<file path="src/rtl/dmem_wb_slave_if.sv">
// Wishbone-classic bus between the memory stage (master) and the data
// memory (slave).
//
// Handshake: the master drives dm_i_cyc and dm_i_stb together to request a
// transfer. The request is accepted on any rising edge where both are high
// and dm_o_stall is low. From that edge, dm_o_stall stays high until the
// transfer is over. The slave finishes with a one-cycle pulse on dm_o_ack
// (success) or dm_o_err (out-of-range address). The master must drop
// dm_i_stb once it sees stall; otherwise the request is taken again. If the
// master drops dm_i_cyc before the response, the transfer is abandoned.
interface dmem_wb_slave_if #(
  parameter int DWIDTH = 32,
  parameter int AWIDTH = 5
);
  logic                  dm_i_cyc;
  logic                  dm_i_stb;
  logic                  dm_i_we;
  logic [AWIDTH-1:0]     dm_i_addr;
  logic [DWIDTH-1:0]     dm_i_data;
  logic [DWIDTH/8-1:0]   dm_i_sel;
  logic [DWIDTH-1:0]     dm_o_data;
  logic                  dm_o_ack;
  logic                  dm_o_err;
  logic                  dm_o_stall;

  modport master (
    output dm_i_cyc, dm_i_stb, dm_i_we, dm_i_addr, dm_i_data, dm_i_sel,
    input  dm_o_data, dm_o_ack, dm_o_err, dm_o_stall
  );

  modport slave (
    input  dm_i_cyc, dm_i_stb, dm_i_we, dm_i_addr, dm_i_data, dm_i_sel,
    output dm_o_data, dm_o_ack, dm_o_err, dm_o_stall
  );
endinterface

</file>
<file path="src/rtl/dmem_wb_slave.sv">
// Single-beat Wishbone-classic data memory with configurable wait states,
// byte-select writes, registered read data and an error response for
// addresses beyond the implemented depth.
module dmem_wb_slave #(
  parameter int DWIDTH      = 32,
  parameter int AWIDTH      = 5,
  parameter int DEPTH       = 32,
  parameter int WAIT_STATES = 1
) (
  input  logic         dm_clk,
  input  logic         dm_rst,
  dmem_wb_slave_if.slave bus,
  output logic [1:0]   dm_dbg_state
);

  typedef enum logic [1:0] {
    ST_IDLE = 2'd0,
    ST_WAIT = 2'd1,
    ST_RESP = 2'd2
  } state_t;

  localparam int SW = DWIDTH / 8;
  // The counter must hold WAIT_STATES and is never narrower than one bit.
  localparam int CW = (WAIT_STATES < 2) ? 1 : $clog2(WAIT_STATES + 1);
  localparam logic [CW-1:0]   WS_CNT  = CW'(WAIT_STATES);
  // One extra bit so that DEPTH == 2**AWIDTH is representable.
  localparam logic [AWIDTH:0] DEPTH_W = (AWIDTH + 1)'(DEPTH);

  state_t            state;
  state_t            state_n;
  logic [CW-1:0]     cnt;
  logic [CW-1:0]     cnt_n;
  logic              accept;
  logic              finish;
  logic              in_range;
  logic              wr_en;

  logic [AWIDTH-1:0] lat_addr;
  logic              lat_we;
  logic [DWIDTH-1:0] lat_data;
  logic [SW-1:0]     lat_sel;

  logic [DWIDTH-1:0] rd_data;
  logic              ack_q;
  logic              err_q;

  // Storage starts at zero and is deliberately left alone by reset.
  logic [DWIDTH-1:0] mem [DEPTH] = '{default: '0};

  assign in_range = ({1'b0, lat_addr} < DEPTH_W);

  // Next-state logic. WAIT always lasts WAIT_STATES+1 edges, so a request
  // accepted at edge N enters RESP (and raises ack/err) at edge
  // N+1+WAIT_STATES; dm_i_cyc is checked on every one of those edges.
  always_comb begin
    state_n = state;
    cnt_n   = cnt;
    accept  = 1'b0;
    finish  = 1'b0;
    case (state)
      ST_IDLE: begin
        if (bus.dm_i_cyc && bus.dm_i_stb) begin
          accept  = 1'b1;
          state_n = ST_WAIT;
          cnt_n   = WS_CNT;
        end
      end
      ST_WAIT: begin
        if (!bus.dm_i_cyc) begin
          state_n = ST_IDLE;
          cnt_n   = '0;
        end else if (cnt == '0) begin
          state_n = ST_RESP;
          finish  = 1'b1;
        end else begin
          cnt_n = cnt - CW'(1);
        end
      end
      ST_RESP: begin
        state_n = ST_IDLE;
      end
      default: begin
        state_n = ST_IDLE;
        cnt_n   = '0;
      end
    endcase
  end

  // State, counter and response registers; reset aborts any transfer.
  always_ff @(posedge dm_clk) begin
    if (dm_rst) begin
      state   <= ST_IDLE;
      cnt     <= '0;
      rd_data <= '0;
      ack_q   <= 1'b0;
      err_q   <= 1'b0;
    end else begin
      state <= state_n;
      cnt   <= cnt_n;
      ack_q <= finish && in_range;
      err_q <= finish && !in_range;
      if (finish && in_range && !lat_we) begin
        rd_data <= mem[lat_addr];
      end
    end
  end

  // Capture the request on the accept edge; later bus values are ignored.
  always_ff @(posedge dm_clk) begin
    if (accept) begin
      lat_addr <= bus.dm_i_addr;
      lat_we   <= bus.dm_i_we;
      lat_data <= bus.dm_i_data;
      lat_sel  <= bus.dm_i_sel;
    end
  end

  assign wr_en = finish && in_range && lat_we && !dm_rst;

  // Byte-masked write into the array on the response edge.
  always_ff @(posedge dm_clk) begin
    if (wr_en) begin
      for (int i = 0; i < SW; i++) begin
        if (lat_sel[i]) begin
          mem[lat_addr][8*i +: 8] <= lat_data[8*i +: 8];
        end
      end
    end
  end

  assign bus.dm_o_data  = rd_data;
  assign bus.dm_o_ack   = ack_q;
  assign bus.dm_o_err   = err_q;
  assign bus.dm_o_stall = (state != ST_IDLE);
  assign dm_dbg_state   = state;

endmodule

</file>
<file path="src/flat_wrapper.sv">
// flat-port wrapper written by rule: the top's interface ports become plain ports
module dmem_wb_slave_flat 
#(
  parameter int DWIDTH      = 32,
  parameter int AWIDTH      = 5,
  parameter int DEPTH       = 32,
  parameter int WAIT_STATES = 1
)
  (dm_clk, dm_rst, dm_dbg_state, bus_dm_i_cyc, bus_dm_i_stb, bus_dm_i_we, bus_dm_i_addr, bus_dm_i_data, bus_dm_i_sel, bus_dm_o_data, bus_dm_o_ack, bus_dm_o_err, bus_dm_o_stall);
  dmem_wb_slave_if #(.DWIDTH(DWIDTH), .AWIDTH(AWIDTH)) bus_i ();
  input  logic dm_clk;
  input  logic dm_rst;
  output logic [1:0] dm_dbg_state;
  input wire logic [$bits(bus_i.dm_i_cyc)-1:0] bus_dm_i_cyc;
  input wire logic [$bits(bus_i.dm_i_stb)-1:0] bus_dm_i_stb;
  input wire logic [$bits(bus_i.dm_i_we)-1:0] bus_dm_i_we;
  input wire logic [$bits(bus_i.dm_i_addr)-1:0] bus_dm_i_addr;
  input wire logic [$bits(bus_i.dm_i_data)-1:0] bus_dm_i_data;
  input wire logic [$bits(bus_i.dm_i_sel)-1:0] bus_dm_i_sel;
  output wire logic [$bits(bus_i.dm_o_data)-1:0] bus_dm_o_data;
  output wire logic [$bits(bus_i.dm_o_ack)-1:0] bus_dm_o_ack;
  output wire logic [$bits(bus_i.dm_o_err)-1:0] bus_dm_o_err;
  output wire logic [$bits(bus_i.dm_o_stall)-1:0] bus_dm_o_stall;
  assign bus_i.dm_i_cyc = bus_dm_i_cyc;
  assign bus_i.dm_i_stb = bus_dm_i_stb;
  assign bus_i.dm_i_we = bus_dm_i_we;
  assign bus_i.dm_i_addr = bus_dm_i_addr;
  assign bus_i.dm_i_data = bus_dm_i_data;
  assign bus_i.dm_i_sel = bus_dm_i_sel;
  assign bus_dm_o_data = bus_i.dm_o_data;
  assign bus_dm_o_ack = bus_i.dm_o_ack;
  assign bus_dm_o_err = bus_i.dm_o_err;
  assign bus_dm_o_stall = bus_i.dm_o_stall;
  dmem_wb_slave #(.DWIDTH(DWIDTH), .AWIDTH(AWIDTH), .DEPTH(DEPTH), .WAIT_STATES(WAIT_STATES)) u_core (.dm_clk(dm_clk), .dm_rst(dm_rst), .bus(bus_i), .dm_dbg_state(dm_dbg_state));
endmodule
</file>
<file path="config.mk">
export PLATFORM = sky130hd
export DESIGN_NAME = dmem_wb_slave_flat
export DESIGN_NICKNAME = d
export VERILOG_FILES = /design/src/rtl/dmem_wb_slave_if.sv /design/src/rtl/dmem_wb_slave.sv /design/src/flat_wrapper.sv
export SDC_FILE = /design/constraint.sdc
export NUM_CORES = 1
export LEC_CHECK = 0
export CAP_MARGIN = 10
export CORE_MARGIN = 5
export CORE_UTILIZATION = 45
export CTS_CLUSTER_DIAMETER = 60
export DETAILED_ROUTE_END_ITERATION = 6
export PLACE_DENSITY = 0.72
export RECOVER_POWER = 50
export SLEW_MARGIN = 40
export SYNTH_ARGS = -nofsm -noshare
export SYNTH_HDL_FRONTEND = slang
export SYNTH_SLANG_ARGS = --single-unit
export TNS_END_PERCENT = 1
</file>
<file path="constraint.sdc">
create_clock -name dm_clk -period 6.31 [get_ports dm_clk]
set_input_delay 0.9465 -clock dm_clk [delete_from_list [all_inputs] [get_ports dm_clk]]
set_output_delay 0.9465 -clock dm_clk [all_outputs]
set_load 0.03 [all_outputs]
</file>
==> summary.md <==
| Metric | Value |
|---|---|
| Status | complete, but fails checks |
| Failing checks | capacitance limit, slew limit |
| Fraction of layout cells with a size suffix above 1 | 14.9% |
| Seq pwr share | 53.3% |
| Final Skew | 26.1 ps |
| Final Hold Violating Endpoints | 0 |
| Worst r2r dst | u_core.mem[21][30] |
| DP HPWL | 74300 um |
| Min-delay worst type | reg2reg |
| Area Overhead vs Synth | 13.3% |
| Core Box Area | 0.0935 mm^2 |
| Port Buffers | 81 |
| Setup violators final | 0 |
| Register area share after synthesis | 77.1% |
| Max-slew violations | 1008 |
| Clock Power Share | 43.1% |
| Worst Setup SP | dm_rst |
| Ys Warns | 0 |
| Syn Nets | 2295 |
| Launch point of the worst reg-to-reg path | u_core.lat_addr[3] |
| First-pass GRT wire length | 167000 um |
| 1st-iter DRT viols | 3608 |
| Synth Register Bits | 1102 |
| Max_cap viols | 31 |
| Int Pwr | 12.0 mW |
| Crit start category | input pin |
| Dpl cell area | 0.0446 mm^2 |
| Clk root buf | clkbuf_16 |
| Yosys cell types | 54 |
| Min-delay src | u_core.cnt |
| Clock latency on the worst-skew pair | 670 ps |
| Num CTS Buffers | 103 |
| Reg2reg setup slack | 2520 ps |
| # rows | 112 |
| Antenna violations before repair | 4 |
| Die width | 317 um |
| RSZ-0062 raised after global routing | false |
| H-tree depth | 3 |
| Combinational share of power | 3.6% |
| Via count | 23.3k |
| GRT Total Usage | 23.3% |
| WL/cell | 32.1 um |
| Min-Delay Endpoint | u_core.dm_dbg_state[1] |
| Worst reg-to-reg path cell count | 4 |
| Largest net degree at the start of global routing | 123 |
| Static Leak | 15.2 nW |
| Routability cong. | 0.940 |
| Postcts setup bufs | 0 |
| Die area | 0.101 mm^2 |
| Post-Route WL | 119000 um |
| Vias in the first global route | 22.9k |
| PwrDens | 313 mW/mm^2 |
| Clock Path Buffers | 3 |
| CTS tree | built |
| Cell Area, Synth | 0.0425 mm^2 |
| Nets | 2418 |
| Crit end category | register |
| Mean Syn Cell Area | 18.9 um^2 |
| Initial Utilization | 45.4% |
| Final critical-path required period | 4220 ps |
| Post-CTS sizing | 0 |
| Clock tree sinks | 1102 |
| ANT nets after route | 0 |
| Rel. slew slack | -58.5% |
| IO Count | 83 |
| Worst hold-check slack | 529 ps |
| Die Y | 317 um |
| Post-CTS Hold Buffers | 0 |
| Fin area | 0.0481 mm^2 |
| Pre-antenna DRT Iters | 6 |
| VDD IR-drop max | 0.314 mV |
| Drt via density | 6.26 |
| Switch Pwr | 3.08 mW |
| Fmax | 0.237 GHz |
| Crit path max fanout | 27 |
| TNS Setup | 0 ps |
| Slew @ Worst Pin | 2380 ps |
| CP arrival | 4760 ps |
| DRC violations left | 0 |
| Grt total ovfl | 0 |
| Period utilization | 66.9% |
| Switch share | 20.5% |
| CP Class | in2reg |
| Cells after Synth | 2249 |
| Worst Hold Depth | 1 |
| Required @ worst endpoint | 6850 ps |
| Clk slew on worst S/H paths | 60 ps |
-- worst max path at each step --
stage                                          end  slack, ps  cells after the start
after detailed placement         u_core.mem[1][21]       2300                      6
after global routing      u_core.bus.dm_o_data[12]       2140                      5
after global placement          u_core.mem[15][16]       2390                      6
after floorplan                 u_core.lat_addr[0]       1580                      2
final                     u_core.bus.dm_o_data[18]       2090                      5
after CTS                       u_core.mem[21][24]       2740                      4
-- cells in the final DEF, fill, tap and decap left out, drive strengths merged, types with 3 or more instances in the layout --
cell type / n
edfxtp: 1066
mux2i: 247
nor2: 189
clkbuf: 175
mux4: 125
o22ai: 80
nand2: 75
o21ai: 52
dlygate4sd3: 43
clkdlybuf4s50: 37
dfxtp: 36
clkinv: 32
buf: 30
nor4: 28
a211oi: 28
mux2: 27
a21oi: 22
a311oi: 22
a22oi: 17
bufinv: 15
o211ai: 13
nor2b: 12
nand3: 10
inv: 10
a22o: 7
or2: 6
a31oi: 6
nor3b: 6
diode: 5
nand3b: 5
and2: 5
o22a: 4
and4b: 4
nand4b: 4
nand2b: 3
nand4: 3
clkinvlp: 3
-- metrics by stage --
stage	power [mW]	std cells	utilization, %	setup WS (ps)
2_1_floorplan	8.49	2249	-	1580
3_3_place_gp	8.71	3515	47.7	2390
3_5_place_dp	8.73	3518	47.7	2300
4_1_cts	15.1	3712	51.5	2740
5_1_grt	15.4	3715	51.5	2140
6_report	15.1	3720	51.5	2090
-- Yosys cell counts, drive strengths merged --
cell type | count | share of area [%]
o211ai | 13 | 0.23
a22o | 7 | 0.14
nor2b | 12 | 0.18
a41oi | 1 | 0.021
a311oi | 22 | 0.45
nand2 | 75 | 0.66
dfxtp | 36 | 1.7
o221a | 2 | 0.053
clkbuf | 32 | 0.29
o22ai | 80 | 1.2
a22oi | 17 | 0.30
o21ai | 52 | 0.61
nor4 | 28 | 0.41
a211oi | 28 | 0.49
nand3 | 10 | 0.12
and2 | 5 | 0.074
a31oi | 6 | 0.088
or4b | 1 | 0.024
and2b | 1 | 0.018
or3 | 2 | 0.029
mux4 | 125 | 6.6
nand2b | 3 | 0.044
and4b | 4 | 0.094
or2 | 6 | 0.088
nand4 | 3 | 0.044
buf | 96 | 1.6
nand3b | 5 | 0.088
and3 | 1 | 0.015
conb | 1 | 0.0088
mux2i | 247 | 5.8
and4bb | 1 | 0.029
a21oi | 22 | 0.26
or4 | 1 | 0.018
o31a | 1 | 0.021
mux2 | 27 | 0.72
nor3b | 6 | 0.12
nor2 | 189 | 1.7
a21boi | 1 | 0.018
nor3 | 1 | 0.012
edfxtp | 1066 | 75
nand4b | 4 | 0.097
o22a | 4 | 0.082
inv | 5 | 0.044
-- metal layers --
metal | wire [um] | vias to the layer above | global-route usage [%]
met5 | 90 | - | 0.677
met4 | 6480 | 2 | 11.2
met3 | 14800 | 342 | 6.25
met2 | 54800 | 1861 | 35.9
met1 | 43300 | 11770 | 31.2
li1 | - | 9329 | -
-- sequential cells by signal (all words and copies together), names as in the netlist --
register / flops
u_core.dm_dbg_state: 2
u_core.mem: 1024
u_core.bus.dm_o_ack: 1
u_core.lat_data: 32
u_core.lat_addr: 5
u_core.lat_sel: 4
u_core.cnt: 1
u_core.bus.dm_o_data: 32
u_core.lat_we: 1
-- critical path, cell delays in order --
cell and delay, ps:
clkbuf_1 540, clkbuf_1 1760, inv_1 1060, o21ai_0 340
a31oi_1 90
-- layout make-up --
cell class / instances / area, um^2
fill: 7221 / 45400
sequential: 1102 / 32700
multi-input combinational: 1014 / 8960
clock buffer: 139 / 2860
tap: 1254 / 1570
timing repair buffer: 146 / 1270
clock inverter: 55 / 693
inverter: 5 / 18.8
antenna: 5 / 12.5
-- kinds of logic (layout without fill, tap and decap cells) --
family,Yosys count,in the layout,share of synthesized area (%)
flip-flops,1102,1102,77.1
multiplexers,399,399,13.2
AND/OR/NAND/NOR,358,358,3.84
AO/OA/AOI/OAI,256,256,3.96
buffers and inverters,133,345,1.95
other,1,6,0.00883
-- power groups by stage --
stage	Combinational [mW]	Sequential (mW)	Clock, mW
2_1_floorplan	0.268	8.22	0
3_3_place_gp	0.531	8.18	0
3_5_place_dp	0.542	8.18	0
4_1_cts	0.543	8.03	6.52
5_1_grt	0.558	8.03	6.84
6_report	0.543	8.03	6.49
Note: power is estimated with default switching activity, not from simulation.
